**config.mk**
```make
export PLATFORM = sky130hd
export DESIGN_NAME = alu_array_pipe
export DESIGN_NICKNAME = d
export VERILOG_FILES = /design/src/rtl/alu_array_pipe.sv
export SDC_FILE = /design/constraint.sdc
export NUM_CORES = 1
export LEC_CHECK = 0
export ABC_AREA = 1
export CAP_MARGIN = 30
export CORE_UTILIZATION = 57
export DETAILED_ROUTE_END_ITERATION = 6
export PLACE_DENSITY = 0.89
export SLEW_MARGIN = 20
export SYNTH_ARGS = -nofsm -noshare
export SYNTH_HDL_FRONTEND = slang
export SYNTH_SLANG_ARGS = --single-unit
export TNS_END_PERCENT = 5
```
**constraint.sdc**
```tcl
create_clock -name wb_clk_i -period 4.4 [get_ports wb_clk_i]
set_input_delay 0.88 -clock wb_clk_i [delete_from_list [all_inputs] [get_ports wb_clk_i]]
set_output_delay 0.88 -clock wb_clk_i [all_outputs]
set_load 0.01 [all_outputs]
```
**src/rtl/alu_array_pipe.sv**
```systemverilog
// -----------------------------------------------------------------------------
// alu_array_pipe
//
// Array of CHANNELS independent unsigned ALU channels behind a two-stage
// valid/ready pipeline. Stage 1 captures operands, opcodes and the accumulator
// clear bit; stage 2 computes and holds result and flags. Every channel owns a
// (WIDTH+1)-bit accumulator with a sticky overflow bit.
//
// Ports
//   wb_clk_i   : clock, rising edge
//   wb_rst_i   : asynchronous active-high reset
//   in_valid   : input transaction presented
//   in_ready   : input transaction accepted this cycle
//   a_i, b_i   : operands, channel k at [k*WIDTH +: WIDTH]
//   op_i       : opcodes, channel k at [k*3 +: 3]
//   acc_clr_i  : clear all accumulators with this transaction
//   out_valid  : result_o / flags_o hold a valid result
//   out_ready  : downstream takes the result
//   result_o   : results, channel k at [k*(WIDTH+1) +: WIDTH+1]
//   flags_o    : flags, channel k at [k*2 +: 2] = {ovf, zero}
// -----------------------------------------------------------------------------
module alu_array_pipe #(
  parameter int WIDTH    = 4,
  parameter int CHANNELS = 2
) (
  input  logic                          wb_clk_i,
  input  logic                          wb_rst_i,
  input  logic                          in_valid,
  output logic                          in_ready,
  input  logic [CHANNELS*WIDTH-1:0]     a_i,
  input  logic [CHANNELS*WIDTH-1:0]     b_i,
  input  logic [CHANNELS*3-1:0]         op_i,
  input  logic                          acc_clr_i,
  output logic                          out_valid,
  input  logic                          out_ready,
  output logic [CHANNELS*(WIDTH+1)-1:0] result_o,
  output logic [CHANNELS*2-1:0]         flags_o
);

  localparam int RW = WIDTH + 1;

  localparam logic [2:0] OP_ADD  = 3'd0;
  localparam logic [2:0] OP_SUB  = 3'd1;
  localparam logic [2:0] OP_AND  = 3'd2;
  localparam logic [2:0] OP_OR   = 3'd3;
  localparam logic [2:0] OP_XOR  = 3'd4;
  localparam logic [2:0] OP_ACC  = 3'd5;
  localparam logic [2:0] OP_CMP  = 3'd6;
  localparam logic [2:0] OP_PASS = 3'd7;

  // Returns {raw_ovf, result}. For ACC the raw ovf is the wrap of this
  // addition only; the sticky part is merged by the caller.
  function automatic logic [RW:0] alu_fn(
    input logic [2:0]       op,
    input logic [WIDTH-1:0] a,
    input logic [WIDTH-1:0] b,
    input logic [RW-1:0]    acc_base
  );
    logic [RW-1:0] res;
    logic          ovf;
    logic [RW:0]   acc_sum;
    res     = '0;
    ovf     = 1'b0;
    acc_sum = {1'b0, acc_base} + {2'b00, a};
    case (op)
      OP_ADD: begin
        res = {1'b0, a} + {1'b0, b};
        ovf = res[WIDTH];
      end
      OP_SUB: begin
        res = {1'b0, a} - {1'b0, b};
        ovf = (a < b);
      end
      OP_AND: res = {1'b0, a & b};
      OP_OR:  res = {1'b0, a | b};
      OP_XOR: res = {1'b0, a ^ b};
      OP_ACC: begin
        res = acc_sum[RW-1:0];
        ovf = acc_sum[RW];
      end
      OP_CMP: begin
        res[1] = (a == b);
        res[0] = (a < b);
      end
      default: res = {1'b0, a};
    endcase
    return {ovf, res};
  endfunction

  logic                      r_vld_p1;
  logic                      r_vld_p2;
  logic [CHANNELS*WIDTH-1:0] r_a_p1;
  logic [CHANNELS*WIDTH-1:0] r_b_p1;
  logic [CHANNELS*3-1:0]     r_op_p1;
  logic                      r_clr_p1;
  logic                      w_adv2;
  logic                      w_accept;

  // in_ready depends only on state and out_ready, never on in_valid.
  assign w_adv2    = r_vld_p1 & (~r_vld_p2 | out_ready);
  assign in_ready  = ~r_vld_p1 | w_adv2;
  assign w_accept  = in_valid & in_ready;
  assign out_valid = r_vld_p2;

  always_ff @(posedge wb_clk_i or posedge wb_rst_i) begin
    if (wb_rst_i) begin
      r_vld_p1 <= 1'b0;
      r_vld_p2 <= 1'b0;
    end else begin
      if (w_accept)    r_vld_p1 <= 1'b1;
      else if (w_adv2) r_vld_p1 <= 1'b0;
      if (w_adv2)         r_vld_p2 <= 1'b1;
      else if (out_ready) r_vld_p2 <= 1'b0;
    end
  end

  // ---- stage 1: capture operands, opcodes and clear bit ----
  always_ff @(posedge wb_clk_i) begin
    if (w_accept) begin
      r_a_p1   <= a_i;
      r_b_p1   <= b_i;
      r_op_p1  <= op_i;
      r_clr_p1 <= acc_clr_i;
    end
  end

  // ---- stage 2: compute per channel, update accumulators, hold outputs ----
  for (genvar g = 0; g < CHANNELS; g++) begin : g_ch
    logic [RW-1:0]    r_acc;
    logic             r_ovf;
    logic [RW-1:0]    r_res_p2;
    logic [1:0]       r_flg_p2;
    logic [2:0]       w_op;
    logic [WIDTH-1:0] w_a;
    logic [WIDTH-1:0] w_b;
    logic [RW-1:0]    w_acc_base;
    logic             w_ovf_base;
    logic [RW-1:0]    w_res;
    logic             w_ovf_raw;
    logic             w_ovf_flag;

    assign w_op = r_op_p1[g*3 +: 3];
    assign w_a  = r_a_p1[g*WIDTH +: WIDTH];
    assign w_b  = r_b_p1[g*WIDTH +: WIDTH];

    // Clear takes effect before this transaction's own op.
    assign w_acc_base = r_clr_p1 ? '0 : r_acc;
    assign w_ovf_base = r_clr_p1 ? 1'b0 : r_ovf;

    assign {w_ovf_raw, w_res} = alu_fn(w_op, w_a, w_b, w_acc_base);
    assign w_ovf_flag = (w_op == OP_ACC) ? (w_ovf_base | w_ovf_raw) : w_ovf_raw;

    // Accumulator state moves only on the stage 1 -> 2 transfer, so stalls
    // can never apply an ACC twice.
    always_ff @(posedge wb_clk_i or posedge wb_rst_i) begin
      if (wb_rst_i) begin
        r_acc    <= '0;
        r_ovf    <= 1'b0;
        r_res_p2 <= '0;
        r_flg_p2 <= 2'b00;
      end else if (w_adv2) begin
        r_res_p2 <= w_res;
        r_flg_p2 <= {w_ovf_flag, (w_res[WIDTH-1:0] == '0)};
        if (w_op == OP_ACC) begin
          r_acc <= w_res;
          r_ovf <= w_ovf_flag;
        end else if (r_clr_p1) begin
          r_acc <= '0;
          r_ovf <= 1'b0;
        end
      end
    end

    assign result_o[g*RW +: RW] = r_res_p2;
    assign flags_o[g*2 +: 2]    = r_flg_p2;
  end

endmodule
```
==> parameters.txt, run 1 <==
Parameter                              Value

STA
  Final-layout setup total negative slack    0 ns
  Clock Skew    0.0117 ns
  Final number of hold-violating endpoints    0
  Share of the cycle needed by the critical path after routing    66.1%
  Final period demand of the worst path    between 2 and 3 ns
  Final count of negative-setup-slack endpoints    0
  Peak Freq    344 MHz
  Slew at the pin with the worst max-slew slack    around 0.85 ns
  Unrepaired setup endpoints after global routing    no
  Max Transition Viols Final    0
  Worst relative slew slack    43.2%

Logic synthesis
  Compound-cell area share of the yosys netlist    ~8.5%
  Cell type with the highest aggregate area in the netlist    sky130_fd_sc_hd__dfrtp_1
  Post-Syn Instances    459
  Largest family of logic cells by synthesized area    simple AND/OR/NAND/NOR gates
  Number of storage elements in the synthesis netlist    51
  Synthesized netlist net count    524
  Simple-gate share of the synthesized area    27.3%
  Most used standard cell by instance count after synthesis    sky130_fd_sc_hd__nand2_1
  Top cell types by occurrence after synthesis    sky130_fd_sc_hd__nand2_1, sky130_fd_sc_hd__inv_1, sky130_fd_sc_hd__nor2_1, sky130_fd_sc_hd__nand3_1, sky130_fd_sc_hd__ha_1
  Xor-xnor portion of the synthesized cell area    0.984%
  Synth warnings    0
  Top-area cell type share of the netlist area    between 10% and 20%
  Adder and majority gate portion of the synthesized area    14.6%
  Dominant cells by area after synthesis    sky130_fd_sc_hd__dfrtp_1, sky130_fd_sc_hd__edfxtp_1, sky130_fd_sc_hd__nand2_1, sky130_fd_sc_hd__ha_1, sky130_fd_sc_hd__inv_1
  Synth Flop Type    sky130_fd_sc_hd__dfrtp_1
  Area of the mapped netlist    0.00356 mm^2
  Proportion of register bits with asynchronous set or reset after synthesis    54.9%
  Proportion of synthesized chip area in sequential cells    between 30 and 40%
  Multiplexer share of the synthesized area    0%
  Distinct cells, synth    33
  Number of enable-type register cells in the synthesized netlist    23
  Post-Synthesis Mean Instance Area    a little under 8 um^2

Pwr
  Internal Pwr Total    around 940 uW
  Ratio of total power to cell area    350 mW/mm^2
  Static Leak    2.07 nW
  Combinational power share    roughly 36%
  Clock network power share    between 10% and 20%
  PnR Total Power    1.45 mW
  Sequential cell fraction of total power    45.4%
  Switching pwr    around 510 uW
  IR Drop Worst-Case VDD    0.000212 V
  Switching part of the total    35.3%

Route
  Number of nets with antenna violations after routing    0
  Met2 WL post-DR    3690 um
  Number of DRC markers in iteration 0    220
  Top sig layer    met4
  Post-Route WL    7970 um
  Drt wl/cell    13.9 um
  Number of DRC violations after detailed routing    0
  DR vias    slightly above 3,000
  Sum of routed wire segments on met1    3690 um
  1st-pass router iterations    6
  Detail Route met3 WL    roughly 480 um
  Ratio of routed vias to standard cells    around 5.4

Setup path
  Crit path cell chain    clkdlybuf4s50_1 > inv_1 > nand3_1 > clkdlybuf4s50_1
  Critical path's slowest cell    sky130_fd_sc_hd__clkdlybuf4s50_1
  Reg2Reg Capture Point    g_ch[1].r_flg_p2[0]$_DFFE_PP0P_
  Slowest Stage Delay on Critical Path    ~0.55 ns
  Capturing element type of the critical path    output port
  Required time reported for the critical path endpoint    3.52 ns
  Endpoint arrival time on the critical path    about 2 ns
  Cell with the most instances on the worst path    sky130_fd_sc_hd__clkdlybuf4s50_1
  Worst reg2reg path depth    14
  Worst Path Max Fanout    3
  Worst reg2reg setup slack    2.09 ns
  WS Path Type    in2out
  Kind of launch point of the worst setup path    input port
  Reg2reg start    r_clr_p1$_DFFE_PP_

CTS
  Number of buffers added for setup after CTS    0
  Resized cells post-CTS    0
  Clock-pin transition on the worst setup and hold timing paths    0.10 ns
  H-tree levels    2
  Cts-stage hold buffer count    0
  Clock Root Buffer    sky130_fd_sc_hd__clkbuf_8
  TritonCTS Buffers    5
  Buffers from clock root to sink, at most    2
  Clock latency at the later pin of the worst-skew pair    0.31 ns
  Number of sinks handled by clock tree synthesis    51
  Clock tree from TritonCTS    built

GRT
  Largest net degree at the start of global routing    38
  Via count of the first global-routing pass    2,912
  Combined global-route utilization of all metal layers    a little over a quarter
  Number of antenna violations at the first check in global routing    0
  First-pass GRT wire length    13,300 um
  Sum of overflow across all layers after global routing    0

Placement
  Count of port buffers added during placement    between 40 and 50
  Half-perimeter wire length after detailed placement    6340 um
  Placer Congestion    0.945

Die
  Core Footprint    0.00599 mm^2
  I/O pin count    43
  Horizontal die dimension    81.0 um
  Chip Height    81.0 um
  Initial standard-cell utilization of the core    59.4%
  Std cell rows    28
  Floorplan die area    around 0.0066 mm^2

Layout
  Fraction of layout cells with a size suffix above 1    3.40%
  Antenna cell count    0
  # nets final    564
  Share of the core filled with cells    between 60 and 70%
  Area overhead of the layout relative to synthesis    16.1%
  Count of filler cells inserted in the layout    503

Worst hold path
  Endpoint with the worst hold slack    g_ch[0].r_res_p2[4]$_DFFE_PP0P_
  Startpoint of the lowest-slack hold path    g_ch[0].r_res_p2[4]$_DFFE_PP0P_
  Min-Delay Path Depth    2
  Kind of path behind the tightest hold check    reg2reg

Status
  Result of the run    finished, final reports clean

Flow run
  Maxcap violations    0
how the worst max path moves through the flow:
stage	slack, ns	endpoint	startpoint	depth (start not counted)
floorplan	2.41	r_a_p1[0]$_DFFE_PP_	out_ready	4
global placement	1.50	in_ready	out_ready	4
detailed placement	1.50	in_ready	out_ready	4
CTS	1.49	in_ready	out_ready	4
global route	1.44	in_ready	out_ready	4
finish	1.49	in_ready	out_ready	4
layer usage:
metal,global-route usage (%),vias to the layer above
li1,-,1548
met1,37.6,1420
met2,43.0,129
met3,3.26,12
met4,8.39,0
met5,0,-
power by group through the flow:
stage / clock network (mW) / logic, mW / registers [mW]
2_1_floorplan: 0 / 0.322 / 0.662
3_3_place_gp: 0 / 0.498 / 0.661
3_5_place_dp: 0 / 0.521 / 0.667
4_1_cts: 0.269 / 0.524 / 0.658
5_1_grt: 0.285 / 0.595 / 0.668
6_report: 0.264 / 0.525 / 0.657
metrics by stage:
step,worst slack [ns],hold WS (ns),instances,instance area (um^2)
6_report,1.49,0.497,575,4130
3_5_place_dp,1.50,0.471,567,4050
4_1_cts,1.49,0.495,575,4130
3_3_place_gp,1.50,0.464,566,4020
2_1_floorplan,2.41,0.449,459,3560
5_1_grt,1.44,0.518,575,4130
placed cells by master (no fill, tap or decap), drive strengths merged:
cell	instances
edfxtp	23
ha	32
a211oi	1
nand3b	1
buf	2
and2	2
fa	6
dfrtp	28
o31ai	1
xnor2	2
o22ai	1
xor2	2
nand2	112
inv	74
a22oi	4
a31oi	1
a21oi	17
clkbuf	7
clkinv	1
nand3	39
nor3	4
nor2	57
o21a	3
o21ai	27
nand4	11
clkdlybuf4s50	42
kinds of logic after synthesis:
group,count (synthesis)
buffers and inverters,85
adder cells (fa/ha/maj),38
flip-flops,51
XOR/XNOR,4
AND/OR/NAND/NOR,226
AO/OA/AOI/OAI,55
sequential cells by signal, summed over array words and instances, names as in the netlist:
name           cells
r_op_p1            6
g_ch.r_flg_p2      4
r_a_p1             8
r_vld_p1           1
r_clr_p1           1
out_valid          1
g_ch.r_ovf         2
g_ch.r_acc        10
g_ch.r_res_p2     10
r_b_p1             8
worst max-delay path: cells and delay by family:
kind	cells	cell delay [ns]
simple gates	1	0.10
buf+inv	3	1.05
layout make-up:
cell class | instances | area, um^2 | area share (%)
clock buffer | 7 | 76.3 | 1.85
clock inverter | 1 | 5.00 | 0.121
inverter | 74 | 278 | 6.72
multi-input combinational | 323 | 1830 | 44.4
sequential | 51 | 1390 | 33.7
tap | 75 | 93.8 | 2.27
timing repair buffer | 44 | 455 | 11.0
Note: power is estimated with default switching activity, not from simulation.
==> inputs of run 2 (changes only) <==
--- a/config.mk
+++ b/config.mk
@@ -7,9 +7,9 @@
 export LEC_CHECK = 0
 export ABC_AREA = 1
 export CAP_MARGIN = 30
-export CORE_UTILIZATION = 57
+export CORE_UTILIZATION = 51
 export DETAILED_ROUTE_END_ITERATION = 6
-export PLACE_DENSITY = 0.89
+export PLACE_DENSITY = 0.85
 export SLEW_MARGIN = 20
 export SYNTH_ARGS = -nofsm -noshare
 export SYNTH_HDL_FRONTEND = slang
==> constraint.sdc (replaced) <==
create_clock -name wb_clk_i -period 2.5 [get_ports wb_clk_i]
set_input_delay 0.5 -clock wb_clk_i [delete_from_list [all_inputs] [get_ports wb_clk_i]]
set_output_delay 0.5 -clock wb_clk_i [all_outputs]
set_load 0.01 [all_outputs]
==> parameters.txt, run 2 (synthesized netlist as in run 1, its figures left out) <==
Parameter                              Value

STA
  Share of the cycle needed by the critical path after routing    88.4%
  Worst relative slew slack    68.0% (+25 points)
  Fin worst setup slack    0.289 ns (-1.20 ns)
  Clock Skew    0.00906 ns (-0.00266 ns)
  Final-layout setup total negative slack    0 ns (unchanged)
  Unrepaired setup endpoints after global routing    no
  Max Transition Viols Final    0 (unchanged)
  Final period demand of the worst path    2.21 ns
  Final count of negative-setup-slack endpoints    0 (unchanged)
  Slew at the pin with the worst max-slew slack    0.479 ns (-0.373 ns)
  Final number of hold-violating endpoints    0 (unchanged)
  Peak Freq    452 MHz
  Hold_ws    0.490 ns (-0.00613 ns)

Layout
  Sequential standard cell area    0.00139 mm^2 (unchanged)
  Non-filler instance count after layout    581 (+1.0%)
  Count of filler cells inserted in the layout    635 (+26%)
  Fraction of layout cells with a size suffix above 1    3.99% (+0.59 points)
  Top library cells by usage in the layout, fill and taps aside    sky130_fd_sc_hd__nand2_1, sky130_fd_sc_hd__inv_1, sky130_fd_sc_hd__nor2_1
  # nets final    565 (+0.18%)
  Most common cell after layout, fill and taps aside    sky130_fd_sc_hd__nand2_1
  Share of the core filled with cells    61.1% (-7.9 points)
  Fin area    0.00413 mm^2 (about the same)
  Area overhead of the layout relative to synthesis    16.0% (about the same)
  Antenna cell count    0 (unchanged)
  Largest registers    g_ch.r_acc (10), g_ch.r_res_p2 (10)
  Multi-input combinational cell area    0.00183 mm^2 (unchanged)

Setup path
  Kind of launch point of the worst setup path    flip-flop
  Required time reported for the critical path endpoint    2.76 ns (-0.76 ns)
  Worst reg2reg setup slack    0.29 ns (-1.80 ns)
  Reg2reg start    r_clr_p1$_DFFE_PP_
  Timing startpoint of the critical path    r_clr_p1$_DFFE_PP_
  Worst Path Max Fanout    8 (+5)
  Endpoint arrival time on the critical path    2.47 ns (+0.44 ns)
  WS Path Type    reg2reg
  Capturing element type of the critical path    flip-flop

GRT
  Sum of overflow across all layers after global routing    0 (unchanged)
  Via count of the first global-routing pass    2,852 (-2.1%)
  Combined global-route utilization of all metal layers    22.5% (-4.3 points)
  Largest net degree at the start of global routing    37 (-2.6%)
  Number of antenna violations at the first check in global routing    0 (unchanged)
  First-pass GRT wire length    13,000 um (-2.8%)

Die
  Std cell rows    30 (+7.1%)
  Initial standard-cell utilization of the core    52.7% (-6.7 points)
  Floorplan die area    0.00732 mm^2 (+11%)
  Horizontal die dimension    85.6 um (+5.6%)
  I/O pin count    43 (unchanged)
  Core Footprint    0.00676 mm^2 (+13%)
  Chip Height    85.6 um (+5.6%)

CTS
  Clock tree from TritonCTS    built
  Clock latency at the later pin of the worst-skew pair    0.31 ns (about the same)
  Resized cells post-CTS    0 (unchanged)
  Clock-pin transition on the worst setup and hold timing paths    0.10 ns (about the same)
  Buffers from clock root to sink, at most    2 (unchanged)
  H-tree levels    2 (unchanged)
  TritonCTS Buffers    5 (unchanged)
  Number of sinks handled by clock tree synthesis    51 (unchanged)
  Cts-stage hold buffer count    0 (unchanged)
  Clock Root Buffer    sky130_fd_sc_hd__clkbuf_8
  Number of buffers added for setup after CTS    0 (unchanged)

Pwr
  Ratio of total power to cell area    615 mW/mm^2 (+76%)
  PnR Total Power    2.54 mW (+76%)
  IR Drop Worst-Case VDD    0.000373 V (+75%)
  Static Leak    2.07 nW (+0.12%)

Placement
  Count of placed standard cells including taps    573 (+1.1%)
  Placer Congestion    0.936 (-0.94%)
  Instance area after placement    0.00405 mm^2 (-0.15%)
  Half-perimeter wire length after detailed placement    6180 um (-2.5%)
  Count of port buffers added during placement    42 (unchanged)
  Pre-CTS worst setup slack    0.330 ns (-1.17 ns)

Route
  Post-Route WL    7890 um (-1.0%)
  Met2 WL post-DR    3510 um (-4.9%)
  DR vias    3,096 (-0.42%)
  Top sig layer    met4
  1st-pass router iterations    7 (+1)
  Drt wl/cell    13.6 um (-2.1%)
  Detail Route met3 WL    383 um (-21%)
  Number of DRC markers in iteration 0    194 (-12%)
  Sum of routed wire segments on met1    3880 um (+5.2%)
  Number of nets with antenna violations after routing    0 (unchanged)
  Number of DRC violations after detailed routing    2 (+2)
  Ratio of routed vias to standard cells    5.33 (-1.4%)

Worst hold path
  Startpoint of the lowest-slack hold path    g_ch[0].r_flg_p2[0]$_DFFE_PP0P_
  Kind of path behind the tightest hold check    reg2reg

Status
  Violations in the final reports    design-rule violations
  Result of the run    finished, violations left

Flow run
  Maxcap violations    0 (unchanged)
-- run 2: final timing paths --
kind / depth (start not counted) / end
max in group asynchronous: 3 / r_vld_p1$_DFFE_PP0P_
hold / removal: 2 / g_ch[0].r_flg_p2[0]$_DFFE_PP0P_
hold reg to reg: 2 / g_ch[0].r_flg_p2[0]$_DFFE_PP0P_
setup reg to reg: 11 / g_ch[1].r_flg_p2[0]$_DFFE_PP0P_
setup / recovery: 11 / g_ch[1].r_flg_p2[0]$_DFFE_PP0P_
min in group asynchronous: 3 / g_ch[1].r_flg_p2[1]$_DFFE_PP0P_
-- run 2: worst max-delay path, stage by stage (launching register included) --
cell	delay [ns]
sky130_fd_sc_hd__edfxtp_1	0.52
sky130_fd_sc_hd__nor2_1	0.19
sky130_fd_sc_hd__ha_1	0.19
sky130_fd_sc_hd__inv_1	0.05
sky130_fd_sc_hd__fa_1	0.41
sky130_fd_sc_hd__xor2_1	0.21
sky130_fd_sc_hd__nor2_1	0.09
sky130_fd_sc_hd__nor2_1	0.10
sky130_fd_sc_hd__nand4_1	0.14
sky130_fd_sc_hd__nor2_1	0.14
sky130_fd_sc_hd__nand2_1	0.06
sky130_fd_sc_hd__nand2_1	0.05
-- run 2: cell type report --
type | count | share of cell area (%)
Multi-Input combinational cell | 323 | 44.4
Clock inverter | 3 | 0.364
Sequential cell | 51 | 33.7
Clock buffer | 5 | 1.67
Inverter | 74 | 6.73
Tap cell | 80 | 2.42
Timing Repair Buffer | 45 | 10.7
-- run 2: power breakdown --
part           switching, mW  total (mW)  internal [mW]
registers              0.107        1.15           1.04
clock network          0.271       0.464          0.192
logic                  0.521       0.929          0.408
-- run 2: metal layers --
metal  vias up  GRT usage (%)
li1       1553              -
met1      1440           32.7
met2        96           35.3
met3         7           3.27
met4         0           6.06
met5         -              0
